**src/rtl/key_event_decoder.sv**
```systemverilog
// key_event_decoder
//
// Turns a debounced, clock-synchronous key level into discrete events:
// SHORT press, LONG press, hold REPEAT and DOUBLE click. One event is held
// at a time for a consumer on a valid/ready handshake. All thresholds are
// runtime-configurable and counted in clock cycles.
//
// Ports:
//   clk           rising-edge clock
//   rst           synchronous active-high reset
//   key_in        debounced key level (PRESS_LVL means pressed)
//   cfg_long_cnt  pressed samples for LONG (clamped to >= 2)
//   cfg_gap_cnt   released samples after which a single press is final (clamped to >= 2)
//   cfg_rpt_cnt   repeat period while held in LONG (0 disables)
//   evt_valid     an event is pending
//   evt_code      0 REPEAT, 1 SHORT, 2 LONG, 3 DOUBLE
//   evt_ready     consumer accepts the pending event
//   evt_ovf       sticky: an event was dropped
//   busy          FSM is not idle
module key_event_decoder #(
    parameter logic        PRESS_LVL = 1'b0,
    parameter int unsigned CNT_WID   = 16
) (
    input  logic               clk,
    input  logic               rst,
    input  logic               key_in,
    input  logic [CNT_WID-1:0] cfg_long_cnt,
    input  logic [CNT_WID-1:0] cfg_gap_cnt,
    input  logic [CNT_WID-1:0] cfg_rpt_cnt,
    output logic               evt_valid,
    output logic [1:0]         evt_code,
    input  logic               evt_ready,
    output logic               evt_ovf,
    output logic               busy
);

    localparam logic [2:0] StIdle   = 3'd0;
    localparam logic [2:0] StPress1 = 3'd1;
    localparam logic [2:0] StWait2  = 3'd2;
    localparam logic [2:0] StPress2 = 3'd3;
    localparam logic [2:0] StLong   = 3'd4;

    localparam logic [1:0] EvtRepeat = 2'd0;
    localparam logic [1:0] EvtShort  = 2'd1;
    localparam logic [1:0] EvtLong   = 2'd2;
    localparam logic [1:0] EvtDouble = 2'd3;

    localparam logic [CNT_WID-1:0] CntTwo = CNT_WID'(2);
    localparam logic [CNT_WID-1:0] CntOne = CNT_WID'(1);

    logic [2:0]         state_q, state_d;
    logic [CNT_WID-1:0] cnt_q, cnt_d, cnt_inc;
    logic               armed_q, armed_d;
    logic               evt_valid_q, evt_valid_d;
    logic [1:0]         evt_code_q, evt_code_d;
    logic               evt_ovf_q, evt_ovf_d;

    logic               pressed;
    logic [CNT_WID-1:0] long_lim, gap_lim;
    logic               emit;
    logic [1:0]         emit_code;

    assign pressed  = (key_in == PRESS_LVL);
    assign cnt_inc  = cnt_q + CntOne;
    assign long_lim = (cfg_long_cnt < CntTwo) ? CntTwo : cfg_long_cnt;
    assign gap_lim  = (cfg_gap_cnt < CntTwo) ? CntTwo : cfg_gap_cnt;

    // A key held through reset must be released once before it can start a press.
    assign armed_d = armed_q | ~pressed;

    always_comb begin
        state_d   = state_q;
        cnt_d     = cnt_q;
        emit      = 1'b0;
        emit_code = EvtRepeat;
        unique case (state_q)
            StIdle: begin
                if (pressed && armed_q) begin
                    state_d = StPress1;
                    cnt_d   = CntOne;
                end
            end
            StPress1: begin
                if (pressed) begin
                    if (cnt_inc == long_lim) begin
                        emit      = 1'b1;
                        emit_code = EvtLong;
                        state_d   = StLong;
                        cnt_d     = '0;
                    end else begin
                        cnt_d = cnt_inc;
                    end
                end else begin
                    state_d = StWait2;
                    cnt_d   = CntOne;
                end
            end
            StWait2: begin
                if (pressed) begin
                    state_d = StPress2;
                end else if (cnt_inc == gap_lim) begin
                    emit      = 1'b1;
                    emit_code = EvtShort;
                    state_d   = StIdle;
                end else begin
                    cnt_d = cnt_inc;
                end
            end
            StPress2: begin
                if (!pressed) begin
                    emit      = 1'b1;
                    emit_code = EvtDouble;
                    state_d   = StIdle;
                end
            end
            StLong: begin
                if (pressed) begin
                    if ((cfg_rpt_cnt != '0) && (cnt_inc == cfg_rpt_cnt)) begin
                        emit      = 1'b1;
                        emit_code = EvtRepeat;
                        cnt_d     = '0;
                    end else begin
                        cnt_d = cnt_inc;
                    end
                end else begin
                    state_d = StIdle;
                end
            end
            default: state_d = StIdle;
        endcase
    end

    // Single-entry event register; a new event may replace one being accepted
    // in the same cycle, otherwise it is dropped and flagged.
    always_comb begin
        evt_valid_d = evt_valid_q;
        evt_code_d  = evt_code_q;
        evt_ovf_d   = evt_ovf_q;
        if (emit) begin
            if (!evt_valid_q || evt_ready) begin
                evt_valid_d = 1'b1;
                evt_code_d  = emit_code;
            end else begin
                evt_ovf_d = 1'b1;
            end
        end else if (evt_valid_q && evt_ready) begin
            evt_valid_d = 1'b0;
        end
    end

    always_ff @(posedge clk) begin
        if (rst) begin
            state_q     <= StIdle;
            cnt_q       <= '0;
            armed_q     <= 1'b0;
            evt_valid_q <= 1'b0;
            evt_code_q  <= 2'd0;
            evt_ovf_q   <= 1'b0;
        end else begin
            state_q     <= state_d;
            cnt_q       <= cnt_d;
            armed_q     <= armed_d;
            evt_valid_q <= evt_valid_d;
            evt_code_q  <= evt_code_d;
            evt_ovf_q   <= evt_ovf_d;
        end
    end

    assign evt_valid = evt_valid_q;
    assign evt_code  = evt_code_q;
    assign evt_ovf   = evt_ovf_q;
    assign busy      = (state_q != StIdle);

endmodule

```
**config.mk**
```make
export PLATFORM = sky130hd
export DESIGN_NAME = key_event_decoder
export DESIGN_NICKNAME = d
export VERILOG_FILES = /design/src/rtl/key_event_decoder.sv
export SDC_FILE = /design/constraint.sdc
export NUM_CORES = 1
export LEC_CHECK = 0
export CORE_MARGIN = 4
export CORE_UTILIZATION = 54
export DETAILED_ROUTE_END_ITERATION = 6
export PLACE_DENSITY_LB_ADDON = 0.12
export SLEW_MARGIN = 20
export SYNTH_ARGS = -nofsm -noshare
export SYNTH_HDL_FRONTEND = slang
export SYNTH_SLANG_ARGS = --single-unit
```
**constraint.sdc**
```tcl
create_clock -name clk -period 3.7 [get_ports clk]
set_input_delay 0.37 -clock clk [delete_from_list [all_inputs] [get_ports clk]]
set_output_delay 0.37 -clock clk [all_outputs]
set_load 0.02 [all_outputs]
```
## Word level (Yosys, flattened, before mapping)

Index checks and enable logic that the tools add are counted.

| word-level totals | value |
|---|---|
| output and inout bits | 5 |
| memories kept | 0 |
| bits of input ports | 52 |
| bits in writable memories | 0 |
| latch bits | 0 |
| logic and storage cells | 77 |
| bits in read-only memories | 0 |
| register bits | 24 |

| cells by class | value |
|---|---|
| bitwise logic cells | 3 |
| magnitude comparators | 2 |
| $mul | 0 |
| reduce and logical (&&, ||, !) cells | 16 |
| muxes and demuxes | 34 |
| equal/unequal tests | 15 |
| shift-type cells | 0 |
| add/sub/neg operators | 1 |
| divide/modulo/power cells | 0 |

Operators with widths:

| cell | number |
|---|---|
| $mux 16 | 9 |
| $pmux 16 s4 | 1 |
| $eq 16x16->1 | 3 |
| $lt 16x2->1 const B | 2 |
| $mux 3 | 6 |
| $add 16x1->16 const B | 1 |
| $reduce_bool 16->1 | 1 |
| $mux 1 | 12 |
| $pmux 3 s4 | 1 |
| $ne 2x2->1 const B | 4 |
| $eq 3x2->1 const B | 2 |
| $mux 2 | 3 |
| $ne 3x3->1 const B | 2 |
| $pmux 2 s3 | 1 |
| $reduce_and 2->1 | 3 |
| $reduce_and 5->1 | 1 |
| $ne 2x1->1 const B | 2 |
| $pmux 1 s4 | 1 |
| $reduce_and 4->1 | 1 |
| $reduce_bool 4->1 | 1 |
| $eq 3x1->1 const B | 1 |
| $eq 3x3->1 const B | 1 |
| $logic_and 1x1->1 | 3 |
| $logic_not 3->1 | 1 |
| other kinds (7) | 8 |

## Logic depth before layout (Yosys ltp)

| logic depth | value |
|---|---|
| depth in word-level cells | 8 |
| mapped depth | 12 |
| gate-level depth less buffers | 10 |

## Worst setup path after synthesis

No wires, ideal clock.

| timing path | value |
|---|---|
| path type | register to register |
| start | register cnt_q[1] |
| end | register cnt_q[3] |
| stages on the path, launching flop included | 13 |
| setup time | 0.117 ns |
| required time | 3.583 ns |
| arrival time | 3.136 ns |
| setup slack | 0.447 ns |
| period minus slack after synthesis | 3.253 ns |
| buffers on the path | 2 |
| cells stage by stage | dfxtp_1 > ha_1 > and3_1 > clkbuf_1 > xnor2_1 > o22ai_1 > a2111o_1 > or4_4 > o31a_1 > o21ba_4 > buf_8 > o31ai_1 > a22o_1 |

| between the ends | value |
|---|---|
| longest elaborated chain between the ends | 6 |
| elaborated cells on any way between the ends | 14 |
| classes of those cells | add/sub (1); eq/ne (4); mux (7); reduce/logical (2) |

Ends and longest elaborated chain:

| what | RTL line | RTL |
|---|---|---|
| from (decl) | 52 | `logic [CNT_WID-1:0] cnt_q, cnt_d, cnt_inc;` |
| from (signal assigned) | 161 | `cnt_q <= cnt_d;` |
| $add 16x1->16 (*) | 64 | `assign cnt_inc = cnt_q + CntOne;` |
| $eq 16x16->1 | 118 | `if ((cfg_rpt_cnt != '0) && (cnt_inc == cfg_rpt_cnt)) begin` |
| $logic_and 1x1->1 | 118 |  |
| $mux 16 | 118 |  |
| $mux 16 | 117 | `if (pressed) begin` |
| $pmux 16 s4 | 76 | `unique case (state_q)` |

Every way passes the cells marked *; elsewhere a longest branch is shown, timed or not. The select of a mux whose other input is x is not followed.
A chain may end at the register's enable or synchronous reset.

## Worst setup path after layout

| timing path | value |
|---|---|
| start | register cnt_q[1] |
| end | register cnt_q[10] |

The elaborated chain is that of the path after synthesis.

==> metrics <==
status=completed; Via Count=3568; Skew-Pair Late Insertion Delay=280 ps; critical path startpoint category=flop; vias in the first global route=3320; number of DRC markers in iteration 0=320; Cell Pwr Density=187.7 nW/um^2; Top Layer Used=met4; Post-Route Utilization=71.78%; synthesized net count=452; routed length on met3=1155 um; Top Ports=57; number of fill cells=498; Core ar.=5507 sq um; pins over their slew limit=0; CTS tree=yes; fin crit share=95.38%; Synth Flop Type=dfxtp_1; post_cts resized=0; pin count of the biggest net entering global routing=18; max cap viols=0; number of buffers inserted by hold repair at cts=0; Worst Setup End Kind=flop; Post-synth EDFFs=0; Max VDD drop=204.1 uV; clock slew at the register clock pins of the worst setup and hold paths=90 ps; synth warn=0; Slew @ Worst Pin=666.7 ps; worst hold slack=484.0 ps; RSZ-0062 raised after global routing=no; clock sink count=24; diodes inserted=0; Arrival @ worst endpoint=3710 ps; Worst Setup Slack, final=170.8 ps; Post-Route WL=11330 um; fraction of layout cells with a size suffix above 1=14.96%; critical path type=reg -> reg; H-tree depth=1; DRT Pass-1 Iters=5; die area=6946 sq um; post-synthesis cell count=399; CTS Buffer Depth=2; f_max=283.3 MHz; #FFs+latches synth=24; Placer Congestion=1.031; global-route wire length before repair=17710 um; Lkg Pwr=0.001423 uW; global route total overflow=0; GRT Overall Usage=31.54%; mean area per synthesized cell=7.683 sq um; hpwl dp=9034 um; Total Nets Final=522; Layout Skew=5.799 ps; Remaining DRCs=0; Area Overhead vs Synth=28.94%; Mapped Area=3065 sq um; sequential fraction of the synthesis area=15.67%; Row Count=27; initial core utilization=55.67%; total power=742.0 uW; number of I/O port buffers=56; Async SR Flop Fraction=0%; setup TNS=0 ps; die extent in x=83.35 um; crit-path max FO=8; drt wl/cell=20.98 um; Post-CTS Repair Setup Buffers=0; Num CTS Buffers=3; Die Ht=83.35 um; met2 wire length=5041 um; antenna viol nets, final=0; vias per cell=6.607; Hold Path Class=reg -> reg; Root Buffer=clkbuf_8; Tmin final=3529 ps; antenna violations before repair=0; Synth cell types=78; Crit path required time=3880 ps; Max-slew headroom=55.15%; Final Hold Viols=0; pre-CTS setup slack=59.32 ps; final setup violation count=0; Metal-1 WL=4763 um
==> cells by family (layout without fill, tap and decap cells) <==
family                     Yosys count  count (layout)  share of synthesized area [%]
muxes                                5               5                          1.714
xor gates and xnor gates            44              44                          13.92
AOI/OAI and AO/OA                  112             112                          27.23
adders and majority gates            1               1                         0.4081
and+or+nand+nor                    172             172                          34.65
DFF                                 24              24                          15.67
buffers and inverters               41             110                          6.408
==> Yosys cell counts, drive strengths merged, types with 3 or more instances <==
cell type  instances  share of area, %
nor2              28               3.4
o31a               5               1.4
o21bai             4              0.98
or4                5               1.3
o311ai             3              0.86
nor3              16               3.3
and3               6               1.2
o31ai             10               2.8
dfxtp             24                16
nand2b             7               1.4
a22o               7               2.0
buf               16               3.3
a21oi             14               2.3
xor2              17               4.9
o22ai             10               2.0
or2                3              0.61
mux2i              3              0.98
a211o              4               1.1
nor4              20               6.0
inv               12               1.5
clkbuf            13               1.6
nor2b             14               2.9
nor3b              3              0.73
nand4             16               4.0
a2111oi            5               1.5
nand2             28               3.4
xnor3              3               2.2
and4               3              0.86
xnor2             24               6.9
or3                8               1.6
a31oi              6               1.2
nand3              9               2.3
o21ai             16               2.6
==> state kept, by name (all words and copies together) (netlist names) <==
name       flops
evt_valid      1
state_q        3
evt_ovf        1
armed_q        1
evt_code       2
cnt_q         16
==> cells in the final DEF (no fill, tap or decap), drive strengths merged, types with 14 or more instances in the layout <==
| cell type | netlist | final |
|---|---|---|
| a21oi | 14 | 14 |
| buf | 16 | 38 |
| clkdlybuf4s50 | 0 | 56 |
| dfxtp | 24 | 24 |
| nand2 | 28 | 28 |
| nand4 | 16 | 16 |
| nor2 | 28 | 28 |
| nor2b | 14 | 14 |
| nor3 | 16 | 16 |
| nor4 | 20 | 20 |
| o21ai | 16 | 16 |
| xnor2 | 24 | 24 |
| xor2 | 17 | 17 |
==> cell type report <==
cell class	instances	area (sq um)	share of cell area [%]
clock buffers	3	41.29	1.045
clock inverters	1	30.03	0.7597
inverters	12	45.04	1.140
multi-input cells	334	2406	60.87
flip-flops and latches	24	481.7	12.19
well taps	72	90.09	2.279
repair buffers	94	858.3	21.72
==> power by group <==
group	internal [uW]	switching (uW)
combinational	117	114
clock	145	101
sequential	261	4.15
==> critical path, cell delays in order (launching register included) <==
cell	delay (ps)
dfxtp_1	430
ha_1	280
nand3_1	180
o311ai_1	370
o21ai_0	170
a2111o_1	420
or4_4	520
o31a_1	350
o21ba_4	320
buf_12	150
o31ai_2	60
a22o_1	190
==> through the flow <==
step	area (sq um)	instances
2_1_floorplan	3065	399
3_3_place_gp	3862	536
3_5_place_dp	3862	536
4_1_cts	3934	540
5_1_grt	3953	540
6_report	3953	540
==> final timing paths <==
kind,slack [ps],depth (start not counted),start,to
setup reg to reg,170,11,cnt_q[1],cnt_q[10]
setup / recovery,170,11,cnt_q[1],cnt_q[10]
hold / removal,480,2,evt_code[0],evt_code[0]
hold reg to reg,480,2,evt_code[0],evt_code[0]
==> layer usage <==
layer	GRT usage, %	vias to the layer above
met4	8.915	0
met1	42.38	1652
li1	-	1670
met3	7.143	35
met2	50.36	211
met5	0	-
No activity file was read; power rests on OpenSTA's default activity.
